===== config.mk =====
export PLATFORM = sky130hd
export DESIGN_NAME = fw_interface_regs_flat
export DESIGN_NICKNAME = d
export VERILOG_FILES = /design/src/rtl/fw_interface_regs_if.sv /design/src/rtl/fw_interface_regs.sv /design/src/flat_wrapper.sv
export SDC_FILE = /design/constraint.sdc
export NUM_CORES = 1
export LEC_CHECK = 0
export CORE_UTILIZATION = 40
export DETAILED_ROUTE_END_ITERATION = 7
export PLACE_DENSITY = 0.68
export SETUP_SLACK_MARGIN = 0.15
export SLEW_MARGIN = 20
export SYNTH_ARGS = -nofsm -noshare
export SYNTH_HDL_FRONTEND = slang
export SYNTH_SLANG_ARGS = --single-unit

===== constraint.sdc =====
create_clock -name wb_clk_i -period 1.9 [get_ports wb_clk_i]
set_clock_uncertainty 0.05 [all_clocks]
set_input_delay 0.19 -clock wb_clk_i [delete_from_list [all_inputs] [get_ports wb_clk_i]]
set_output_delay 0.19 -clock wb_clk_i [all_outputs]
set_load 0.01 [all_outputs]

===== src/rtl/fw_interface_regs_if.sv =====
// Wishbone slave bus bundle for the firmware-interface register block.
interface fw_interface_regs_if;
  logic [4:0]  wb_adr_i;
  logic [31:0] wb_dat_i;
  logic [3:0]  wb_sel_i;
  logic        wb_we_i;
  logic        wb_cyc_i;
  logic        wb_stb_i;
  logic [31:0] wb_dat_o;
  logic        wb_ack_o;
  logic        wb_err_o;

  modport slave (
    input  wb_adr_i, wb_dat_i, wb_sel_i, wb_we_i, wb_cyc_i, wb_stb_i,
    output wb_dat_o, wb_ack_o, wb_err_o
  );

  modport master (
    output wb_adr_i, wb_dat_i, wb_sel_i, wb_we_i, wb_cyc_i, wb_stb_i,
    input  wb_dat_o, wb_ack_o, wb_err_o
  );
endinterface


===== src/rtl/fw_interface_regs.sv =====
// Wishbone register block feeding the firmware-interface test logic: value registers,
// string byte bus and new_* notification pulses. Optional macro: FW_INTERFACE_OVERFLOW_ERR_EN.
module fw_interface_regs #(
  parameter int unsigned STR_DEPTH    = 32,
  parameter int unsigned PULSE_CYCLES = 4
) (
  input  logic                wb_clk_i,
  input  logic                wb_rst_i,
  fw_interface_regs_if.slave  bus,
  output logic                new_report,
  output logic                new_warning,
  output logic                new_error,
  output logic                new_compare,
  output logic [31:0]         report_reg,
  output logic [31:0]         warning_reg,
  output logic [31:0]         error_reg,
  output logic [31:0]         expected_reg,
  output logic [31:0]         measured_reg,
  output logic [5:0]          index,
  output logic [7:0]          data,
  output logic                write_mem
);
  localparam int unsigned PTR_W = 6;
  localparam int unsigned NCH   = 4;
  localparam int unsigned CNT_W = $clog2(PULSE_CYCLES + 1);
  localparam logic [PTR_W-1:0] PTR_LAST = PTR_W'(STR_DEPTH - 1);

  typedef enum logic [2:0] {
    REG_REPORT, REG_WARNING, REG_ERROR, REG_COMPARE,
    REG_EXPECTED, REG_MEASURED, REG_STRING, REG_STATUS
  } reg_e;

  logic [PTR_W-1:0] ptr_q;
  logic             ovf_q;
  logic [CNT_W-1:0] cnt_q [NCH];
  logic [NCH-1:0]   new_q;
  logic             ack_q;
  logic             err_q;
  logic [31:0]      dat_q;

  reg_e             reg_c;
  logic             access_c;
  logic             wr_c;
  logic             ack_set_c;
  logic [NCH-1:0]   trig_c;
  logic             byte_nz_c;
  logic             str_wr_c;
  logic             str_ovf_c;
  logic             clr_c;
  logic [31:0]      rdata_c;
  logic             unused_adr;

  assign unused_adr = ^bus.wb_adr_i[1:0];

  function automatic logic [31:0] merge_bytes(input logic [31:0] cur,
                                              input logic [31:0] wdat,
                                              input logic [3:0]  be);
    logic [31:0] res;
    res = cur;
    for (int b = 0; b < 4; b++) begin
      if (be[b]) res[8*b +: 8] = wdat[8*b +: 8];
    end
    return res;
  endfunction

  // Access decode, string pointer rules and read mux
  always_comb begin
    reg_c     = reg_e'(bus.wb_adr_i[4:2]);
    access_c  = bus.wb_cyc_i && bus.wb_stb_i && !ack_q && !err_q;
    wr_c      = access_c && bus.wb_we_i;
    trig_c    = '0;
    byte_nz_c = (bus.wb_dat_i[7:0] != 8'h00);
    str_wr_c  = wr_c && (reg_c == REG_STRING) && bus.wb_sel_i[0];
    str_ovf_c = str_wr_c && (ptr_q == PTR_LAST) && byte_nz_c;
    rdata_c   = '0;
    if (wr_c) begin
      case (reg_c)
        REG_REPORT:  trig_c[0] = 1'b1;
        REG_WARNING: trig_c[1] = 1'b1;
        REG_ERROR:   trig_c[2] = 1'b1;
        REG_COMPARE: trig_c[3] = 1'b1;
        default:     trig_c    = '0;
      endcase
    end
    // End of a REPORT pulse rewinds the string so the next message starts at 0
    clr_c = ((cnt_q[0] == CNT_W'(1)) && !trig_c[0])
         || (wr_c && (reg_c == REG_STATUS) && bus.wb_dat_i[0]);
    case (reg_c)
      REG_REPORT:   rdata_c = report_reg;
      REG_WARNING:  rdata_c = warning_reg;
      REG_ERROR:    rdata_c = error_reg;
      REG_EXPECTED: rdata_c = expected_reg;
      REG_MEASURED: rdata_c = measured_reg;
      REG_STATUS:   rdata_c = {19'b0, new_q, ovf_q, 2'b0, ptr_q};
      default:      rdata_c = '0;
    endcase
  end

`ifdef FW_INTERFACE_OVERFLOW_ERR_EN
  always_ff @(posedge wb_clk_i) begin
    if (wb_rst_i) err_q <= 1'b0;
    else          err_q <= access_c && str_ovf_c;
  end
  assign ack_set_c = access_c && !str_ovf_c;
`else
  assign err_q     = 1'b0;
  assign ack_set_c = access_c;
`endif

  always_ff @(posedge wb_clk_i) begin
    if (wb_rst_i) begin
      ack_q        <= 1'b0;
      dat_q        <= '0;
      report_reg   <= '0;
      warning_reg  <= '0;
      error_reg    <= '0;
      expected_reg <= '0;
      measured_reg <= '0;
      index        <= '0;
      data         <= '0;
      write_mem    <= 1'b0;
      ptr_q        <= '0;
      ovf_q        <= 1'b0;
      new_q        <= '0;
      for (int ch = 0; ch < NCH; ch++) cnt_q[ch] <= '0;
    end else begin
      ack_q     <= ack_set_c;
      dat_q     <= (access_c && !bus.wb_we_i) ? rdata_c : '0;
      write_mem <= 1'b0;

      if (wr_c) begin
        case (reg_c)
          REG_REPORT:   report_reg   <= merge_bytes(report_reg,   bus.wb_dat_i, bus.wb_sel_i);
          REG_WARNING:  warning_reg  <= merge_bytes(warning_reg,  bus.wb_dat_i, bus.wb_sel_i);
          REG_ERROR:    error_reg    <= merge_bytes(error_reg,    bus.wb_dat_i, bus.wb_sel_i);
          REG_EXPECTED: expected_reg <= merge_bytes(expected_reg, bus.wb_dat_i, bus.wb_sel_i);
          REG_MEASURED: measured_reg <= merge_bytes(measured_reg, bus.wb_dat_i, bus.wb_sel_i);
          default: ;
        endcase
      end

      // Level is registered from the counter so it rises one cycle after the ack edge
      for (int ch = 0; ch < NCH; ch++) begin
        new_q[ch] <= (cnt_q[ch] != '0);
        if (trig_c[ch])              cnt_q[ch] <= CNT_W'(PULSE_CYCLES);
        else if (cnt_q[ch] != '0)    cnt_q[ch] <= cnt_q[ch] - CNT_W'(1);
      end

      if (str_wr_c && !str_ovf_c) begin
        index     <= ptr_q;
        data      <= bus.wb_dat_i[7:0];
        write_mem <= 1'b1;
      end

      if (clr_c) begin
        ptr_q <= '0;
        ovf_q <= 1'b0;
      end else if (str_ovf_c) begin
        ovf_q <= 1'b1;
      end else if (str_wr_c) begin
        ptr_q <= byte_nz_c ? ptr_q + PTR_W'(1) : '0;
      end
    end
  end

  assign bus.wb_ack_o = ack_q;
  assign bus.wb_err_o = err_q;
  assign bus.wb_dat_o = dat_q;
  assign new_report   = new_q[0];
  assign new_warning  = new_q[1];
  assign new_error    = new_q[2];
  assign new_compare  = new_q[3];
endmodule

===== src/flat_wrapper.sv =====
// flat-port wrapper written by rule: the top's interface ports become plain ports
module fw_interface_regs_flat 
#(
  parameter int unsigned STR_DEPTH    = 32,
  parameter int unsigned PULSE_CYCLES = 4
)
  (wb_clk_i, wb_rst_i, new_report, new_warning, new_error, new_compare, report_reg, warning_reg, error_reg, expected_reg, measured_reg, index, data, write_mem, bus_wb_adr_i, bus_wb_dat_i, bus_wb_sel_i, bus_wb_we_i, bus_wb_cyc_i, bus_wb_stb_i, bus_wb_dat_o, bus_wb_ack_o, bus_wb_err_o);
  fw_interface_regs_if bus_i ();
  input  logic wb_clk_i;
  input  logic wb_rst_i;
  output logic new_report;
  output logic new_warning;
  output logic new_error;
  output logic new_compare;
  output logic [31:0] report_reg;
  output logic [31:0] warning_reg;
  output logic [31:0] error_reg;
  output logic [31:0] expected_reg;
  output logic [31:0] measured_reg;
  output logic [5:0] index;
  output logic [7:0] data;
  output logic write_mem;
  input wire logic [$bits(bus_i.wb_adr_i)-1:0] bus_wb_adr_i;
  input wire logic [$bits(bus_i.wb_dat_i)-1:0] bus_wb_dat_i;
  input wire logic [$bits(bus_i.wb_sel_i)-1:0] bus_wb_sel_i;
  input wire logic [$bits(bus_i.wb_we_i)-1:0] bus_wb_we_i;
  input wire logic [$bits(bus_i.wb_cyc_i)-1:0] bus_wb_cyc_i;
  input wire logic [$bits(bus_i.wb_stb_i)-1:0] bus_wb_stb_i;
  output wire logic [$bits(bus_i.wb_dat_o)-1:0] bus_wb_dat_o;
  output wire logic [$bits(bus_i.wb_ack_o)-1:0] bus_wb_ack_o;
  output wire logic [$bits(bus_i.wb_err_o)-1:0] bus_wb_err_o;
  assign bus_i.wb_adr_i = bus_wb_adr_i;
  assign bus_i.wb_dat_i = bus_wb_dat_i;
  assign bus_i.wb_sel_i = bus_wb_sel_i;
  assign bus_i.wb_we_i = bus_wb_we_i;
  assign bus_i.wb_cyc_i = bus_wb_cyc_i;
  assign bus_i.wb_stb_i = bus_wb_stb_i;
  assign bus_wb_dat_o = bus_i.wb_dat_o;
  assign bus_wb_ack_o = bus_i.wb_ack_o;
  assign bus_wb_err_o = bus_i.wb_err_o;
  fw_interface_regs #(.STR_DEPTH(STR_DEPTH), .PULSE_CYCLES(PULSE_CYCLES)) u_core (.wb_clk_i(wb_clk_i), .wb_rst_i(wb_rst_i), .bus(bus_i), .new_report(new_report), .new_warning(new_warning), .new_error(new_error), .new_compare(new_compare), .report_reg(report_reg), .warning_reg(warning_reg), .error_reg(error_reg), .expected_reg(expected_reg), .measured_reg(measured_reg), .index(index), .data(data), .write_mem(write_mem));
endmodule

# Word-level counts from Yosys, hierarchy flattened
# Memory sizes are Yosys's and may differ from the RTL's.
# Cells that the tools add are included.
# W data, S select, Z words.
dict set report totals {
  reg_bits 219
  mem_bits_rw 12
  input_bits 46
  output_inout_bits 213
  wordCells 145
  mem_count 1
}
dict set report classes {
  add_sub_neg 5
  eq_ne 9
  muxes 46
  n_bitwise 10
  reduce_logical 46
}
# name depth word_bits read_ports rd_ports_with_merged_regs wr line
set memory_table {}
lappend memory_table {u_core.cnt_q 4 3 4 0 4 fw_interface_regs.sv:35} ;# logic [CNT_W-1:0] cnt_q [NCH];
# operator n
set op_table {}
lappend op_table {{$pmux W32 S6} 1}
lappend op_table {{$reduce_and A3 Y1} 20}
lappend op_table {{$mux W1} 35}
lappend op_table {{$mux W3} 8}
lappend op_table {{$eq A3 B3 Y1 const B} 4}
lappend op_table {{$logic_and A1 B1 Y1} 12}
lappend op_table {{$reduce_bool A3 Y1} 4}
lappend op_table {{$sub A3 B1 Y3 const B} 4}
lappend op_table {{$or A1 B1 Y1} 8}
lappend op_table {{$reduce_bool A8 Y1} 1}
lappend op_table {{$add A6 B1 Y6 const B} 1}
lappend op_table {{$eq A3 B1 Y1 const B} 2}
lappend op_table {{$eq A3 B2 Y1 const B} 2}
lappend op_table {{$eq A6 B5 Y1 const B} 1}
lappend op_table {{$mux W6} 1}
lappend op_table {{$logic_not A1 Y1} 4}
lappend op_table {{$mux W4} 1}
lappend op_table {{$reduce_or A2 Y1} 2}
lappend op_table {{$logic_not A3 Y1} 1}
lappend op_table {{$not A1 Y1} 2}
lappend op_table {{$reduce_and A2 Y1} 1}
lappend op_table {{$logic_or A1 B1 Y1} 1}

# Logic depth before layout (Yosys ltp)
# Gate-level depths: netlist of the first run.
dict set report depth {
  word_depth 10
  mapped_depth 7
  mapped_depth_nobuf 5
}

# Worst setup path before layout of the first run
# No wires, ideal clock.
dict set report synth_path {
  path_type {flip-flop to flip-flop}
  from {reg u_core.ptr_q[0]}
  to {reg u_core.data[1]}
  setup_time_ps 70
  arrival_ps 1614
  setup_slack_ps 166
  path_stages_with_launch 7
  path_buffers 1
  path_cell_list {dfxtp_1 ha_1 nand2_1 a211oi_2 clkbuf_1 o21ai_1 a21oi_1}
}
dict set report synth_via {
  elab_chain_cells 5
}
# element line
set synth_lines {}
lappend synth_lines {{from (decl)} fw_interface_regs.sv:33} ;# logic [PTR_W-1:0] ptr_q;
lappend synth_lines {{from (signal assigned)} fw_interface_regs.sv:161} ;# ptr_q <= byte_nz_c ? ptr_q + PTR_W'(1) : '0;
lappend synth_lines {{$eq A6 B5 Y1} fw_interface_regs.sv:74} ;# str_ovf_c = str_wr_c && (ptr_q == PTR_LAST) && byte_nz_c;
lappend synth_lines {{$logic_and A1 B1 Y1 (2 in series)} fw_interface_regs.sv:74}
lappend synth_lines {{$logic_not A1 Y1} fw_interface_regs.sv:149} ;# if (str_wr_c && !str_ovf_c) begin
lappend synth_lines {{$logic_and A1 B1 Y1} fw_interface_regs.sv:149}
lappend synth_lines {{to (signal assigned)} fw_interface_regs.sv:151} ;# data <= bus.wb_dat_i[7:0];
lappend synth_lines {{to (decl)} fw_interface_regs.sv:20} ;# output logic [7:0] data,
# Every way passes these cells.
# A chain may end at the register's enable or synchronous reset.

# Worst setup path in the final report of the first run
dict set report layout_path {
  from {reg u_core.error_reg[12]}
  to {out error_reg[12]}
}
# element line
set layout_rtl {}
lappend layout_rtl {{from (decl)} fw_interface_regs.sv:16} ;# output logic [31:0] error_reg,
lappend layout_rtl {{from (signal assigned)} fw_interface_regs.sv:135} ;# REG_ERROR: error_reg <= merge_bytes(error_reg, bus.wb_dat_i, bus.wb_sel_i);
lappend layout_rtl {{to (decl)} flat_wrapper.sv:17} ;# output logic [31:0] error_reg;
# No word-level cell between the ends.

==> results of run 1 <==
-- area by class of cell --
type | count | area [um2]
clock buffers | 34 | 752
fillers | 1987 | 9130
clock inverters | 11 | 176
well taps | 319 | 399
repair buffers | 359 | 3680
flip-flops and latches | 231 | 4750
inverters | 12 | 45.0
multi-input cells | 628 | 4610
-- metrics by stage --
stage / TNS [ps] / util / total power, mW / setup WS, ps
global placement: -12710 / 0.570 / 6.47 / -441
finish: 0 / 0.612 / 11.8 / 180
global route: 0 / 0.612 / 12.2 / 149
floorplan: 0 / - / 5.95 / 166
CTS: 0 / 0.610 / 11.9 / 157
detailed placement: -16940 / 0.570 / 6.51 / -447
-- worst register-to-register path, cell delays in order (launching register included) --
cell	delay (ps)
edfxtp_1	380
inv_1	100
ha_1	180
nor2b_1	270
or3b_1	450
-- how the worst max path moves through the flow --
stage                         start         endpoint  slack (ps)  cells past startpoint
2_1_floorplan       u_core.ptr_q[0]   u_core.data[1]         170                      6
3_3_place_gp        bus_wb_dat_i[7]  u_core.index[4]        -440                      6
6_report       u_core.error_reg[12]    error_reg[12]         180                      1
5_1_grt        u_core.error_reg[12]    error_reg[12]         150                      1
3_5_place_dp        bus_wb_dat_i[4]  u_core.index[1]        -450                      6
4_1_cts        u_core.report_reg[7]    report_reg[7]         160                      1
-- metal layers --
layer  part of all wire  GRT usage
met5                  0          0
met4              0.023     0.0800
met3              0.073     0.0507
met2               0.47      0.398
met1               0.43      0.322
-- cell usage in the layout (no fill, tap or decap), types with 11 or more instances in the layout --
cell type / n
a21oi_1: 34
a22oi_1: 46
buf_12: 26
buf_4: 76
clkbuf_16: 27
clkdlybuf4s50_1: 239
dfxtp_1: 218
dlymetal6s2s_1: 12
edfxtp_1: 12
inv_1: 11
mux2i_1: 163
mux4_2: 13
nand3_1: 15
nand3_2: 16
nor2_1: 198
-- logic make-up (layout without fill, tap and decap cells) --
| logic type | after synthesis | after routing | synth area share |
|---|---|---|---|
| compound gates | 142 | 142 | 0.102 |
| xor+xnor | 1 | 1 | 0.000907 |
| fa+ha+maj | 10 | 10 | 0.0130 |
| buf+inv | 73 | 416 | 0.0336 |
| flops | 231 | 231 | 0.491 |
| mux | 186 | 186 | 0.211 |
| other cells | 1 | 1 | 0.000388 |
| simple gates | 288 | 288 | 0.148 |
-- report_power, final --
part / leakage (nW) / internal (mW) / total (mW) / switching [mW]
clock: 0.458 / 3.43 / 5.37 / 1.94
combinational: 4.24 / 0.554 / 1.24 / 0.690
sequential: 1.90 / 5.09 / 5.18 / 0.0811
-- what timing repair did --
item / CTS / global route
setup buffers: 0 / 2
pin swaps: 0 / 3
hold buffers: 1 / 0
hold endpoints to repair: 1 / 0
gates cloned: 0 / 0
endpoints found under the setup margin: 19 / 43
resized for setup: 3 / 15
==> results by group, run 1 <==
Final layout
  • Ant diodes: 0
  • Non-filler cells in the finished layout: 1,594
  • Post-Layout Inst Area: 14,400 um2
  • Proportion of layout cells with a drive suffix above 1: 0.158
  • Synthesis-to-layout area growth: 49.3%
  • Layout Nets: 1,313

Clock tree
  • Worst-Skew Late Latency: 510 ps
  • CTS buffer count: 25
  • H-tree level count: 1
  • Clock sinks: 231
  • CTS tree: done
  • Buffer depth of the longest clock path: 3
  • Clock transition at path regs: 60 ps
  • Clock root cell: clkbuf_16

Synthesis
  • Post-synth top flop: dfxtp_1
  • Synth Warn #: 0
  • Syn avg cell area: 10.4 um2
  • Synth top area cells: dfxtp_1 (45%), mux2i_1 (17%), nor2_1 (7.7%), edfxtp_1 (3.7%), a22oi_1 (3.6%)
  • Syn Inst Count: 932
  • Post-synth top cells: dfxtp_1 (219), nor2_1 (198), mux2i_1 (163)
  • Yosys cell types: 59
  • EDFF count, synth: 12
  • Seq/Total Area, Yosys: 0.491
  • Leading area contributor after synthesis: dfxtp_1
  • Async SR Flop Fraction: 0
  • Post-Syn Area: 9660 um2
  • Net Count, Synth: 988
  • Top cell type's share of synthesized area: 0.454
  • Synth Register Bits: 231
  • Most frequent cell after synthesis: dfxtp_1

Place
  • Dpl hpwl: 21,400 um
  • Placed Cells: 1,546
  • Post-Place Cell Area: 13,400 um2
  • # port buffers: 255
  • Routability Congestion: 0.838

Detailed routing
  • Routed Antenna Nets: 0
  • Iteration-0 DRC Markers: 452
  • Post-route DRC: 0
  • TritonRoute pass-1 iters: 5
  • Routed WL: 30,500 um
  • Routed len/inst: 19.1 um
  • DR vias: 8,379
  • Drt via density: 5.26

Die
  • Core region area: 23,500 um2
  • Initial core utilization: 0.410
  • Chip width: 157 um
  • Row cnt: 56
  • Area of the die: 24,800 um2
  • Ports: 259
  • Die Y-Extent: 157 um

Timing
  • Slew HR: 0.566
  • Worst hold slack: 258 ps
  • Max Freq: 581 MHz
  • Fin crit share: 0.906
  • Final hold vios: 0
  • Final Setup Violations: 0
  • Final Max Tran Viols: 0
  • Crit path time final: 1720 ps
  • Worst-Margin Slew: 652 ps
  • RSZ-0062 raised after global routing: no

GRT
  • Pin count of the biggest net entering global routing: 144
  • Initial antenna violation count: 0
  • Total Routing Usage GR: 0.245
  • Grt ovf: 0
  • Vias in the first global route: 8,239
  • First-pass GRT wire length: 46,900 um

Worst setup path
  • FF-to-FF setup slack: 220 ps
  • Worst reg2reg path startpoint: u_core.cnt_q[3][0]
  • Cell Chain, Critical Path: clkdlybuf4s50_1
  • Max incr delay on CP: 580 ps
  • Endpoint of the worst register-to-register path: u_core.cnt_q[3][1]
  • Crit path DAT: 1480 ps
  • CP Data Required Time: 1660 ps
  • WP buf/inv: 1
  • Worst path slowest cell: clkdlybuf4s50_1
  • Startpoint type of the worst setup path: flop
  • Worst R2R Path Depth: 4
  • Critical Path End Type: output pin
  • CP Class: flop to output pin
  • Cell family with most CP delay: buffers and inverters
  • Maximum fanout along the worst path: 3

Power and ir drop
  • Power Density: 818 nW/um2
  • Worst IR Drop VDD: 0.511 mV
  • Leakage power: 6.59 nW

Hold path
  • WHS Path Cells: 2
  • Worst Hold Class: input pin to flop
  • Hold path endpoint: u_core.bus.wb_ack_o
  • Hold path start: bus_wb_stb_i

Run
  • Max-cap viol count: 0

Status
  • Outcome: complete, no violations
No activity file was read; power rests on OpenSTA's default activity.
==> run 2, diff against run 1 <==
--- a/config.mk
+++ b/config.mk
@@ -5,6 +5,7 @@
 export SDC_FILE = /design/constraint.sdc
 export NUM_CORES = 1
 export LEC_CHECK = 0
+export CAP_MARGIN = 25
 export CORE_UTILIZATION = 40
 export DETAILED_ROUTE_END_ITERATION = 7
 export PLACE_DENSITY = 0.68
==> results of run 2 <==
No change in the layout: final DEF, timing and power equal those of run 1.
